## src/rtl/atm_keypad_entry_pkg.sv

```systemverilog
// Shared encodings for the ATM keypad entry block: FSM states, key codes,
// operation codes and per-field digit limits.
package atm_pkg;

  typedef enum logic [2:0] {
    ST_IDLE   = 3'd0,
    ST_ACC    = 3'd1,
    ST_PIN    = 3'd2,
    ST_OP     = 3'd3,
    ST_AMT    = 3'd4,
    ST_NEWPIN = 3'd5,
    ST_DONE   = 3'd6
  } entry_state_e;

  localparam logic [3:0] KEY_ENTER  = 4'd10;
  localparam logic [3:0] KEY_CLEAR  = 4'd11;
  localparam logic [3:0] KEY_CANCEL = 4'd12;

  localparam logic [2:0] OP_BALANCE    = 3'd3;
  localparam logic [2:0] OP_WITHDRAW   = 3'd4;
  localparam logic [2:0] OP_DEPOSIT    = 3'd5;
  localparam logic [2:0] OP_CHANGE_PIN = 3'd6;

  localparam int         DIGIT_CNT_W   = 4;
  localparam logic [3:0] ACC_DIGITS    = 4'd2;
  localparam logic [3:0] PIN_DIGITS    = 4'd4;
  localparam logic [3:0] OP_DIGITS     = 4'd1;
  localparam logic [3:0] OP_MAX_DIGIT  = 4'd7;
  localparam logic [31:0] ACC_MAX_VALUE = 32'd15;

  function automatic logic is_digit(input logic [3:0] key);
    return key <= 4'd9;
  endfunction

endpackage

```

## src/rtl/atm_keypad_entry_if.sv

```systemverilog
// Keypad-in / command-out bundle between the keypad scanner and the ATM core.
interface atm_keypad_entry_if;
  logic        key_valid;
  logic [3:0]  key_code;
  logic [3:0]  acc_num;
  logic [15:0] pin;
  logic [15:0] new_pin;
  logic [2:0]  operation;
  logic [31:0] amount;
  logic        cmd_valid;
  logic        err;
  logic [2:0]  entry_state;

  modport master (
    output key_valid, key_code,
    input  acc_num, pin, new_pin, operation, amount, cmd_valid, err, entry_state
  );

  modport slave (
    input  key_valid, key_code,
    output acc_num, pin, new_pin, operation, amount, cmd_valid, err, entry_state
  );
endinterface

```

## src/rtl/atm_keypad_entry_dec_accum.sv

```systemverilog
// Decimal digit accumulator (value*10 + digit) with digit count and a full flag;
// one instance is shared by whichever field the entry FSM is currently filling.
module atm_dec_accum
  import atm_pkg::*;
(
  input  logic                   clk,
  input  logic                   rst,
  input  logic                   clr_i,
  input  logic                   load_i,
  input  logic                   push_i,
  input  logic [3:0]             digit_i,
  input  logic [DIGIT_CNT_W-1:0] max_digits_i,
  output logic [31:0]            value_o,
  output logic [31:0]            next_value_o,
  output logic [DIGIT_CNT_W-1:0] count_o,
  output logic                   full_o
);

  logic [31:0]            value_q, value_d;
  logic [DIGIT_CNT_W-1:0] count_q, count_d;

  assign next_value_o = value_q * 32'd10 + {28'd0, digit_i};
  assign full_o       = (count_q >= max_digits_i);
  assign value_o      = value_q;
  assign count_o      = count_q;

  // load starts a fresh field with its first digit in a single cycle
  always_comb begin
    value_d = value_q;
    count_d = count_q;
    if (clr_i) begin
      value_d = '0;
      count_d = '0;
    end else if (load_i) begin
      value_d = {28'd0, digit_i};
      count_d = DIGIT_CNT_W'(1);
    end else if (push_i && !full_o) begin
      value_d = next_value_o;
      count_d = count_q + DIGIT_CNT_W'(1);
    end
  end

  always_ff @(posedge clk or negedge rst) begin
    if (!rst) begin
      value_q <= '0;
      count_q <= '0;
    end else begin
      value_q <= value_d;
      count_q <= count_d;
    end
  end

endmodule

```

## src/rtl/atm_keypad_entry.sv

```systemverilog
// ATM keypad entry FSM: collects account, PIN, operation, amount and new PIN
// from key strobes. Define KEYPAD_TIMEOUT_EN to abandon idle partial entries.
module atm_keypad_entry
  import atm_pkg::*;
#(
  parameter int TIMEOUT_CYCLES = 1000,
  parameter int AMT_MAX_DIGITS = 9
)
(
  input  logic               clk,
  input  logic               rst,
  atm_keypad_entry_if.slave  kp
);

  entry_state_e state_q, state_d;
  logic         err_q, err_d;
  logic [3:0]   acc_q, acc_d;
  logic [15:0]  pin_q, pin_d;
  logic [15:0]  new_pin_q, new_pin_d;
  logic [2:0]   op_q, op_d;
  logic [31:0]  amount_q, amount_d;

  logic                   accum_clr, accum_load, accum_push, accum_full;
  logic [31:0]            accum_value, accum_next;
  logic [DIGIT_CNT_W-1:0] accum_count, max_digits;
  logic                   field_wr;
  logic [31:0]            field_val;
  logic                   key_is_digit;
  logic                   timeout_hit;

  assign key_is_digit = is_digit(kp.key_code);

  atm_dec_accum u_accum (
    .clk          (clk),
    .rst          (rst),
    .clr_i        (accum_clr),
    .load_i       (accum_load),
    .push_i       (accum_push),
    .digit_i      (kp.key_code),
    .max_digits_i (max_digits),
    .value_o      (accum_value),
    .next_value_o (accum_next),
    .count_o      (accum_count),
    .full_o       (accum_full)
  );

  always_comb begin
    case (state_q)
      ST_ACC:    max_digits = ACC_DIGITS;
      ST_PIN:    max_digits = PIN_DIGITS;
      ST_NEWPIN: max_digits = PIN_DIGITS;
      ST_OP:     max_digits = OP_DIGITS;
      ST_AMT:    max_digits = DIGIT_CNT_W'(AMT_MAX_DIGITS);
      default:   max_digits = '0;
    endcase
  end

`ifdef KEYPAD_TIMEOUT_EN
  localparam int TO_W = $clog2(TIMEOUT_CYCLES + 1);
  logic [TO_W-1:0] to_cnt_q, to_cnt_d;
  logic            in_entry;

  assign in_entry    = state_q inside {ST_ACC, ST_PIN, ST_OP, ST_AMT, ST_NEWPIN};
  assign timeout_hit = in_entry && !kp.key_valid && (to_cnt_q == TO_W'(TIMEOUT_CYCLES - 1));

  always_comb begin
    to_cnt_d = '0;
    if (in_entry && !kp.key_valid && !timeout_hit)
      to_cnt_d = to_cnt_q + TO_W'(1);
  end

  always_ff @(posedge clk or negedge rst) begin
    if (!rst) to_cnt_q <= '0;
    else      to_cnt_q <= to_cnt_d;
  end
`else
  // no counter: the comparison is constant-false and only keeps the parameter referenced
  assign timeout_hit = (TIMEOUT_CYCLES < 0);
`endif

  always_comb begin
    state_d    = state_q;
    err_d      = 1'b0;
    acc_d      = acc_q;
    pin_d      = pin_q;
    new_pin_d  = new_pin_q;
    op_d       = op_q;
    amount_d   = amount_q;
    accum_clr  = 1'b0;
    accum_load = 1'b0;
    accum_push = 1'b0;
    field_wr   = 1'b0;
    field_val  = '0;

    if (state_q == ST_DONE) begin
      state_d = ST_IDLE;
    end else if (timeout_hit) begin
      state_d   = ST_IDLE;
      err_d     = 1'b1;
      accum_clr = 1'b1;
      acc_d     = '0;
      pin_d     = '0;
      new_pin_d = '0;
      op_d      = '0;
      amount_d  = '0;
    end else if (kp.key_valid) begin
      if (state_q == ST_IDLE) begin
        if (key_is_digit) begin
          state_d    = ST_ACC;
          accum_load = 1'b1;
          acc_d      = kp.key_code;
          pin_d      = '0;
          new_pin_d  = '0;
          op_d       = '0;
          amount_d   = '0;
        end
      end else if (kp.key_code == KEY_CANCEL) begin
        state_d   = ST_IDLE;
        accum_clr = 1'b1;
      end else if (kp.key_code == KEY_CLEAR) begin
        accum_clr = 1'b1;
        field_wr  = 1'b1;
      end else if (key_is_digit) begin
        if (accum_full || (state_q == ST_OP && kp.key_code > OP_MAX_DIGIT)) begin
          err_d = 1'b1;
        end else begin
          accum_push = 1'b1;
          field_wr   = 1'b1;
          field_val  = accum_next;
        end
      end else if (kp.key_code == KEY_ENTER) begin
        case (state_q)
          ST_ACC: begin
            accum_clr = 1'b1;
            if (accum_value >= 32'd1 && accum_value <= ACC_MAX_VALUE) begin
              state_d = ST_PIN;
            end else begin
              err_d    = 1'b1;
              field_wr = 1'b1;
            end
          end
          ST_PIN, ST_NEWPIN: begin
            if (accum_count == PIN_DIGITS) begin
              accum_clr = 1'b1;
              state_d   = (state_q == ST_PIN) ? ST_OP : ST_DONE;
            end else begin
              err_d = 1'b1;
            end
          end
          ST_OP: begin
            if (accum_count == '0) begin
              err_d = 1'b1;
            end else begin
              accum_clr = 1'b1;
              case (op_q)
                OP_WITHDRAW, OP_DEPOSIT: state_d = ST_AMT;
                OP_CHANGE_PIN:           state_d = ST_NEWPIN;
                OP_BALANCE:              state_d = ST_DONE;
                default:                 state_d = ST_DONE;
              endcase
            end
          end
          ST_AMT: begin
            if (accum_value == '0) begin
              err_d = 1'b1;
            end else begin
              accum_clr = 1'b1;
              state_d   = ST_DONE;
            end
          end
          default: ;
        endcase
      end
    end

    // the field being filled mirrors the accumulator, truncated to its width
    if (field_wr) begin
      case (state_q)
        ST_ACC:    acc_d     = field_val[3:0];
        ST_PIN:    pin_d     = field_val[15:0];
        ST_NEWPIN: new_pin_d = field_val[15:0];
        ST_OP:     op_d      = field_val[2:0];
        ST_AMT:    amount_d  = field_val;
        default: ;
      endcase
    end
  end

  always_ff @(posedge clk or negedge rst) begin
    if (!rst) state_q <= ST_IDLE;
    else      state_q <= state_d;
  end

  always_ff @(posedge clk or negedge rst) begin
    if (!rst) begin
      err_q     <= 1'b0;
      acc_q     <= '0;
      pin_q     <= '0;
      new_pin_q <= '0;
      op_q      <= '0;
      amount_q  <= '0;
    end else begin
      err_q     <= err_d;
      acc_q     <= acc_d;
      pin_q     <= pin_d;
      new_pin_q <= new_pin_d;
      op_q      <= op_d;
      amount_q  <= amount_d;
    end
  end

  assign kp.acc_num     = acc_q;
  assign kp.pin         = pin_q;
  assign kp.new_pin     = new_pin_q;
  assign kp.operation   = op_q;
  assign kp.amount      = amount_q;
  assign kp.err         = err_q;
  assign kp.cmd_valid   = (state_q == ST_DONE);
  assign kp.entry_state = state_q;

endmodule

```

## src/flat_wrapper.sv

```systemverilog
// flat-port wrapper written by rule: the top's interface ports become plain ports
module atm_keypad_entry_flat import atm_pkg::*;
#(
  parameter int TIMEOUT_CYCLES = 1000,
  parameter int AMT_MAX_DIGITS = 9
)
  (clk, rst, kp_key_valid, kp_key_code, kp_acc_num, kp_pin, kp_new_pin, kp_operation, kp_amount, kp_cmd_valid, kp_err, kp_entry_state);
  atm_keypad_entry_if kp_i ();
  input  logic clk;
  input  logic rst;
  input wire logic [$bits(kp_i.key_valid)-1:0] kp_key_valid;
  input wire logic [$bits(kp_i.key_code)-1:0] kp_key_code;
  output wire logic [$bits(kp_i.acc_num)-1:0] kp_acc_num;
  output wire logic [$bits(kp_i.pin)-1:0] kp_pin;
  output wire logic [$bits(kp_i.new_pin)-1:0] kp_new_pin;
  output wire logic [$bits(kp_i.operation)-1:0] kp_operation;
  output wire logic [$bits(kp_i.amount)-1:0] kp_amount;
  output wire logic [$bits(kp_i.cmd_valid)-1:0] kp_cmd_valid;
  output wire logic [$bits(kp_i.err)-1:0] kp_err;
  output wire logic [$bits(kp_i.entry_state)-1:0] kp_entry_state;
  assign kp_i.key_valid = kp_key_valid;
  assign kp_i.key_code = kp_key_code;
  assign kp_acc_num = kp_i.acc_num;
  assign kp_pin = kp_i.pin;
  assign kp_new_pin = kp_i.new_pin;
  assign kp_operation = kp_i.operation;
  assign kp_amount = kp_i.amount;
  assign kp_cmd_valid = kp_i.cmd_valid;
  assign kp_err = kp_i.err;
  assign kp_entry_state = kp_i.entry_state;
  atm_keypad_entry #(.TIMEOUT_CYCLES(TIMEOUT_CYCLES), .AMT_MAX_DIGITS(AMT_MAX_DIGITS)) u_core (.clk(clk), .rst(rst), .kp(kp_i));
endmodule
```

## config.mk

```make
export PLATFORM = sky130hd
export DESIGN_NAME = atm_keypad_entry_flat
export DESIGN_NICKNAME = d
export VERILOG_FILES = /design/src/rtl/atm_keypad_entry_pkg.sv /design/src/rtl/atm_keypad_entry_if.sv /design/src/rtl/atm_keypad_entry_dec_accum.sv /design/src/rtl/atm_keypad_entry.sv /design/src/flat_wrapper.sv
export SDC_FILE = /design/constraint.sdc
export NUM_CORES = 1
export LEC_CHECK = 0
export BUFFER_PORTS_ARGS = -buffer_cell sky130_fd_sc_hd__buf_2
export CAP_MARGIN = 20
export CORE_MARGIN = 3
export CORE_UTILIZATION = 30
export DETAILED_ROUTE_END_ITERATION = 16
export GPL_TIMING_DRIVEN = 0
export PLACE_DENSITY = 0.42
export SKIP_LAST_GASP = 1
export SLEW_MARGIN = 5
export SYNTH_ARGS = -nofsm -noshare
export SYNTH_HDL_FRONTEND = slang
export SYNTH_SLANG_ARGS = --single-unit
```

## constraint.sdc

```tcl
create_clock -name clk -period 8.65 [get_ports clk]
set_input_delay 0.865 -clock clk [delete_from_list [all_inputs] [get_ports clk]]
set_output_delay 0.865 -clock clk [all_outputs]
set_load 0.02 [all_outputs]
```

## Word-level counts from Yosys, hierarchy flattened

Cells that the tools add are included.

- Word-level logic and storage cells: 154
- Flip-flop bits (word level): 111
- Output and inout port bits: 76

- Add/sub/neg operators: 2
- Equality and inequality tests: 20
- $lt $le $gt $ge: 5
- Muxes and demuxes: 102
- Reduce and logical (&&, ||, !) cells: 15
- Multiply operators: 1

Operators with widths:

| cell | count |
|---|---|
| 2-to-1 mux 32 bit | 16 |
| 2-to-1 mux 16 bit | 12 |
| 2-to-1 mux 3 bit | 19 |
| 2-to-1 mux 1 bit | 41 |
| 2-to-1 mux 4 bit | 9 |
| adder 32 x 4 -> 32 bit | 1 |
| >= comparator 32 x 1 -> 1 bit, second input constant | 1 |
| less-or-equal comparator 32 x 4 -> 1 bit, second input constant | 1 |
| zero test 32 bit | 1 |
| multiplier 32 x 3 -> 31 bit, second input constant | 1 |
| equality test 3 bit, second input constant | 6 |
| case mux 4 bit (4 select lines) | 1 |
| equality test 4 bit, second input constant | 3 |
| case mux 3 bit (4 select lines) | 1 |
| inequality test 5 x 3 -> 1 bit, second input constant | 2 |
| AND reduction 10 bit | 1 |
| case mux 1 bit (4 select lines) | 2 |
| nonzero test 7 bit | 1 |
| equality test 3 x 2 -> 1 bit, second input constant | 2 |
| inequality test 5 x 1 -> 1 bit, second input constant | 1 |
| inequality test 5 x 2 -> 1 bit, second input constant | 1 |
| adder 4 x 1 -> 4 bit, second input constant | 1 |
| equality test 4 x 3 -> 1 bit, second input constant | 1 |
| >= comparator 4 bit | 1 |
| 16 further kinds | 19 |

## Longest topological paths before layout

- Word-level depth: 16
- Gate-level depth with buffers: 17
- Gate-level depth less buffers: 13

## By module

Synthesis repeated with hierarchy kept, for this count alone.

- Cells, all modules: 882
- Area total of the unflattened synthesis: 7726.2 um^2

By module, submodules not included:

| module | instances | area an instance (um^2) | seq. area each (um^2) | cells each |
|---|---|---|---|---|
| atm_dec_accum | 1 | 4101.4 | 900.9 | 505 |
| atm_keypad_entry | 1 | 3624.7 | 1876.8 | 377 |

## Worst setup path before layout

No wires, ideal clock.

- Kind: register to register
- From: register u_core.u_accum.value_q[1] (netlist: u_core.u_accum.value_o[1])
- To: register u_core.amount_q[29] (netlist: u_core.kp.amount[29])
- Path slack: 4.844 ns
- Arrival: 3.682 ns
- Cell stages (with the launch flop): 13
- Required time: 8.526 ns
- Path through: dfrtp_1 ha_1 ha_1 fa_1 a211oi_2 o21ai_4 xor2_4 nand4b_4 or4_4 or3_4 nor3_4 a21oi_1 a211o_1

- Word-level cells in the longest chain between the ends: 12
- Elaborated cells between the ends (all ways): 23
- Those cells by class: add/sub (1); mul (1); order compare (2); mux (18); reduce/logical (1)

Ends and longest elaborated chain:

| element | line | source |
|---|---|---|
| start: declaration | atm_keypad_entry_dec_accum.sv:19 | `logic [31:0] value_q, value_d;` |
| start signal: assignment | atm_keypad_entry_dec_accum.sv:48 | `value_q <= value_d;` |
| branches (longest 11 deep; another with multiplier 32 x 3 -> 31 bit) | n/a |  |
| 2-to-1 mux 32 bit (*) | atm_keypad_entry.sv:177 | `if (field_wr) begin` |
| via u_core.amount_d[29] | atm_keypad_entry.sv:21 | `logic [31:0] amount_q, amount_d;` |
| end signal: assignment | atm_keypad_entry.sv:208 | `amount_q <= amount_d;` |
| end: declaration | atm_keypad_entry.sv:21 |  |

Mark *: on every way through the listed nets, which the timed path passes.
A chain may end at the register's enable or synchronous reset.

## Worst setup path after layout

- From: register u_core.u_accum.value_q[17] (netlist: u_core.u_accum.value_o[17])
- To: register u_core.amount_q[30] (netlist: u_core.kp.amount[30])

Same word-level chain as after synthesis.

==> metrics.md <==
| Metric | Value |
|---|---|
| Status | `complete, no violations` |
| Worst Setup Start Kind | `flip-flop` |
| Post-synth EDFFs | `0` |
| Max Cap Violations | `0` |
| Skew-Pair Late Insertion Delay | `360 ps` |
| Share of async-settable or async-resettable flops after synthesis | `100%` |
| Vias in the first global route | `7012` |
| Wire per inst | `20.0 microns` |
| Worst Tran Pin Value | `1160 ps` |
| Final setup TNS | `0 ps` |
| # hold bufs at CTS | `0` |
| Final worst path period need | `4820 ps` |
| Antenna fix cells | `0` |
| Predominant post-synthesis flop cell | `dfrtp_1` |
| Crit path buffers/inverters | `1` |
| Most frequent cells in the layout | `nand2_1, dfrtp_1, buf_2, o21ai_0, nand3_1` |
| Placer Congestion | `0.822` |
| Rows | `58` |
| RSZ-0062 raised after global routing | `false` |
| Crit-path max FO | `8` |
| CP max stage cell | `nor3_1` |
| Root buffer cell | `clkbuf_16` |
| Global-route wire length before repair | `41.8 mm` |
| DRC violations left | `0` |
| Peak VDD IR | `0.0000993 V` |
| CP Depth | `12` |
| CP Capture Type | `flip-flop` |
| Leakage Power | `4.27 nW` |
| R2R depth | `12` |
| GR Overflow Total | `0` |
| Nets | `1079` |
| Fmax achieved | `0.208 GHz` |
| Vias per std cell | `5.34` |
| Hold Crit Class | `input pin to asynchronous set/reset pin` |
| H-tree levels | `3` |
| Final ANT Viol Nets | `0` |
| DR pass1 iterations | `4` |
| Crit Path Class | `flip-flop to flip-flop` |
| Number of hold violations in the final report | `0` |
| Vias | `7162` |
| Port bufs | `82` |
| Clk sinks | `111` |
| Syn. warnings | `0` |
| Die outline width | `168 microns` |
| Crit path cell chain | `ha_1, ha_1, clkbuf_1, a21oi_1, o21ai_0, a211oi_1, a211oi_1, nor3_1, nand3_1, nor4_1, a211o_1, o211ai_1` |
| DR iter-0 viols | `375` |
| Initial antenna violation count | `0` |
| Setup clock skew after layout | `12.0 ps` |
| Top-area cell type share of the netlist area | `35.3%` |
| Post-CTS Setup Bufs | `0` |
| Worst Path Arrival | `5060 ps` |
| WP data required | `8890 ps` |
| Final period util | `55.7%` |
| Register area share after synthesis | `35.3%` |
| All-Layer GR Usage | `18.8%` |
| Core area | `25500 sq um` |
| Post_cts resized | `0` |
| Largest net degree at the start of global routing | `59` |
| Ratio of cells with drive above 1 in the final layout | `13.9%` |
| Clock Pin Slew Worst Setup and Hold Paths | `90 ps` |
| Top-Level Pins | `83` |
| Max clock buf depth | `2` |
| Final Max Slew Viols | `0` |
| Post-route insts no fill | `1341` |
| Slowest Stage Delay on Critical Path | `890 ps` |
| Synth Register Bits | `111` |
| PwrDens | `248 nW/um^2` |
| DP HPWL | `21.4 mm` |
| CTS buffer count | `9` |
| Syn_nets | `985` |
| Commonest non-fill, non-tap cell in the layout | `nand2_1` |
| Relative slew slack | `21.4%` |
| Syn-to-layout area delta | `14.8%` |
| Total power | `2.24 mW` |
| Syn_area_per_cell | `8.62 sq um` |
| DIE AREA | `28200 sq um` |
| Distinct cells, synth | `81` |
| Final setup fails | `0` |
| DIE HEIGHT | `168 microns` |
| Syn Inst Count | `912` |
| Placed cells | `1325` |
| WL final | `26.8 mm` |
| Cell Area, Synth | `7860 sq um` |
| Cells taking the most area after synthesis | `dfrtp_1, ha_1, nand2_1` |
| Crit path max-delay family | `simple AND/OR/NAND/NOR gates` |
| Initial Utilization | `30.9%` |
| Synth area leader | `dfrtp_1` |
| CTS tree | `yes` |
-- synthesized netlist by cell type (11+ instances only) --
cell	count
xor2_1	18
nand2_1	116
nor4_1	14
inv_1	11
clkbuf_1	38
xnor2_1	23
dfrtp_1	111
nor2_1	46
a21o_1	13
o21ai_0	85
nor3_1	15
nand3_1	84
o22ai_1	12
a21oi_1	55
nand4_1	18
ha_1	64
-- metrics by stage --
stage	utilization [%]	area, sq um	setup WS [ps]	hold slack, ps
after detailed placement	34.2	8720	3810	477
after global routing	35.4	9020	3430	496
after global placement	34.1	8680	3820	460
final	35.4	9020	3830	455
after CTS	35.4	9020	3780	472
after floorplan	-	7860	4840	471
-- path summary, 6_finish.rpt --
check | start | end | slack [ps]
min | rst | u_core.kp.amount[2] | 450
min in group clk | u_core.kp.amount[16] | u_core.kp.amount[16] | 490
max reg2reg | u_core.u_accum.value_o[17] | u_core.kp.amount[30] | 3830
min reg2reg | u_core.kp.amount[16] | u_core.kp.amount[16] | 490
max | u_core.u_accum.value_o[17] | u_core.kp.amount[30] | 3830
max in group asynchronous | rst | u_core.u_accum.value_o[21] | 7510
-- layer usage --
layer / vias up / routed length, microns / global-route usage, % / part of all wire, %
li1: 3544 / - / - / -
met1: 3462 / 13600 / 28.2 / 51
met2: 144 / 12100 / 29.6 / 45
met3: 12 / 799 / 1.83 / 3.0
met4: 0 / 276 / 3.34 / 1.0
met5: - / 0 / 0 / 0
-- registers in the layout, summed over array words and instances (netlist names) --
signal and count:
u_core.kp.acc_num 4, u_core.kp.amount 32, u_core.kp.new_pin 16, u_core.kp.entry_state 3, u_core.kp.pin 16, u_core.kp.err 1, u_core.u_accum.count_o 4, u_core.kp.operation 3
u_core.u_accum.value_o 32
-- power by group --
group | leakage, nW | switching, mW | total (mW) | internal, mW
registers | 1.53 | 0.0819 | 0.666 | 0.584
logic | 2.59 | 0.746 | 1.14 | 0.393
clock network | 0.151 | 0.225 | 0.434 | 0.209
total | 4.27 | 1.05 | 2.24 | 1.19
-- cells by family (layout without fill, tap and decap cells) --
| logic type | count (synthesis) | count (layout) | synth area share (%) |
|---|---|---|---|
| AO/OA/AOI/OAI | 252 | 252 | 20.2 |
| XOR/XNOR | 43 | 43 | 5.13 |
| adder cells (fa/ha/maj) | 66 | 66 | 10.7 |
| buffers and inverters | 68 | 167 | 3.60 |
| flip-flops | 111 | 111 | 35.3 |
| multiplexers | 8 | 8 | 1.10 |
| AND/OR/NAND/NOR | 364 | 364 | 23.9 |
-- area by class of cell --
type                            instances  area (sq um)
Sequential cell                       111          2780
Fill cell                            2686         16400
Tap cell                              330           413
Timing Repair Buffer                   83           444
Multi-Input combinational cell        733          4800
Inverter                               11          41.3
Clock buffer                            9           225
Clock inverter                          7          83.8
Buffer                                 57           241
No activity file was read; power rests on OpenSTA's default activity.
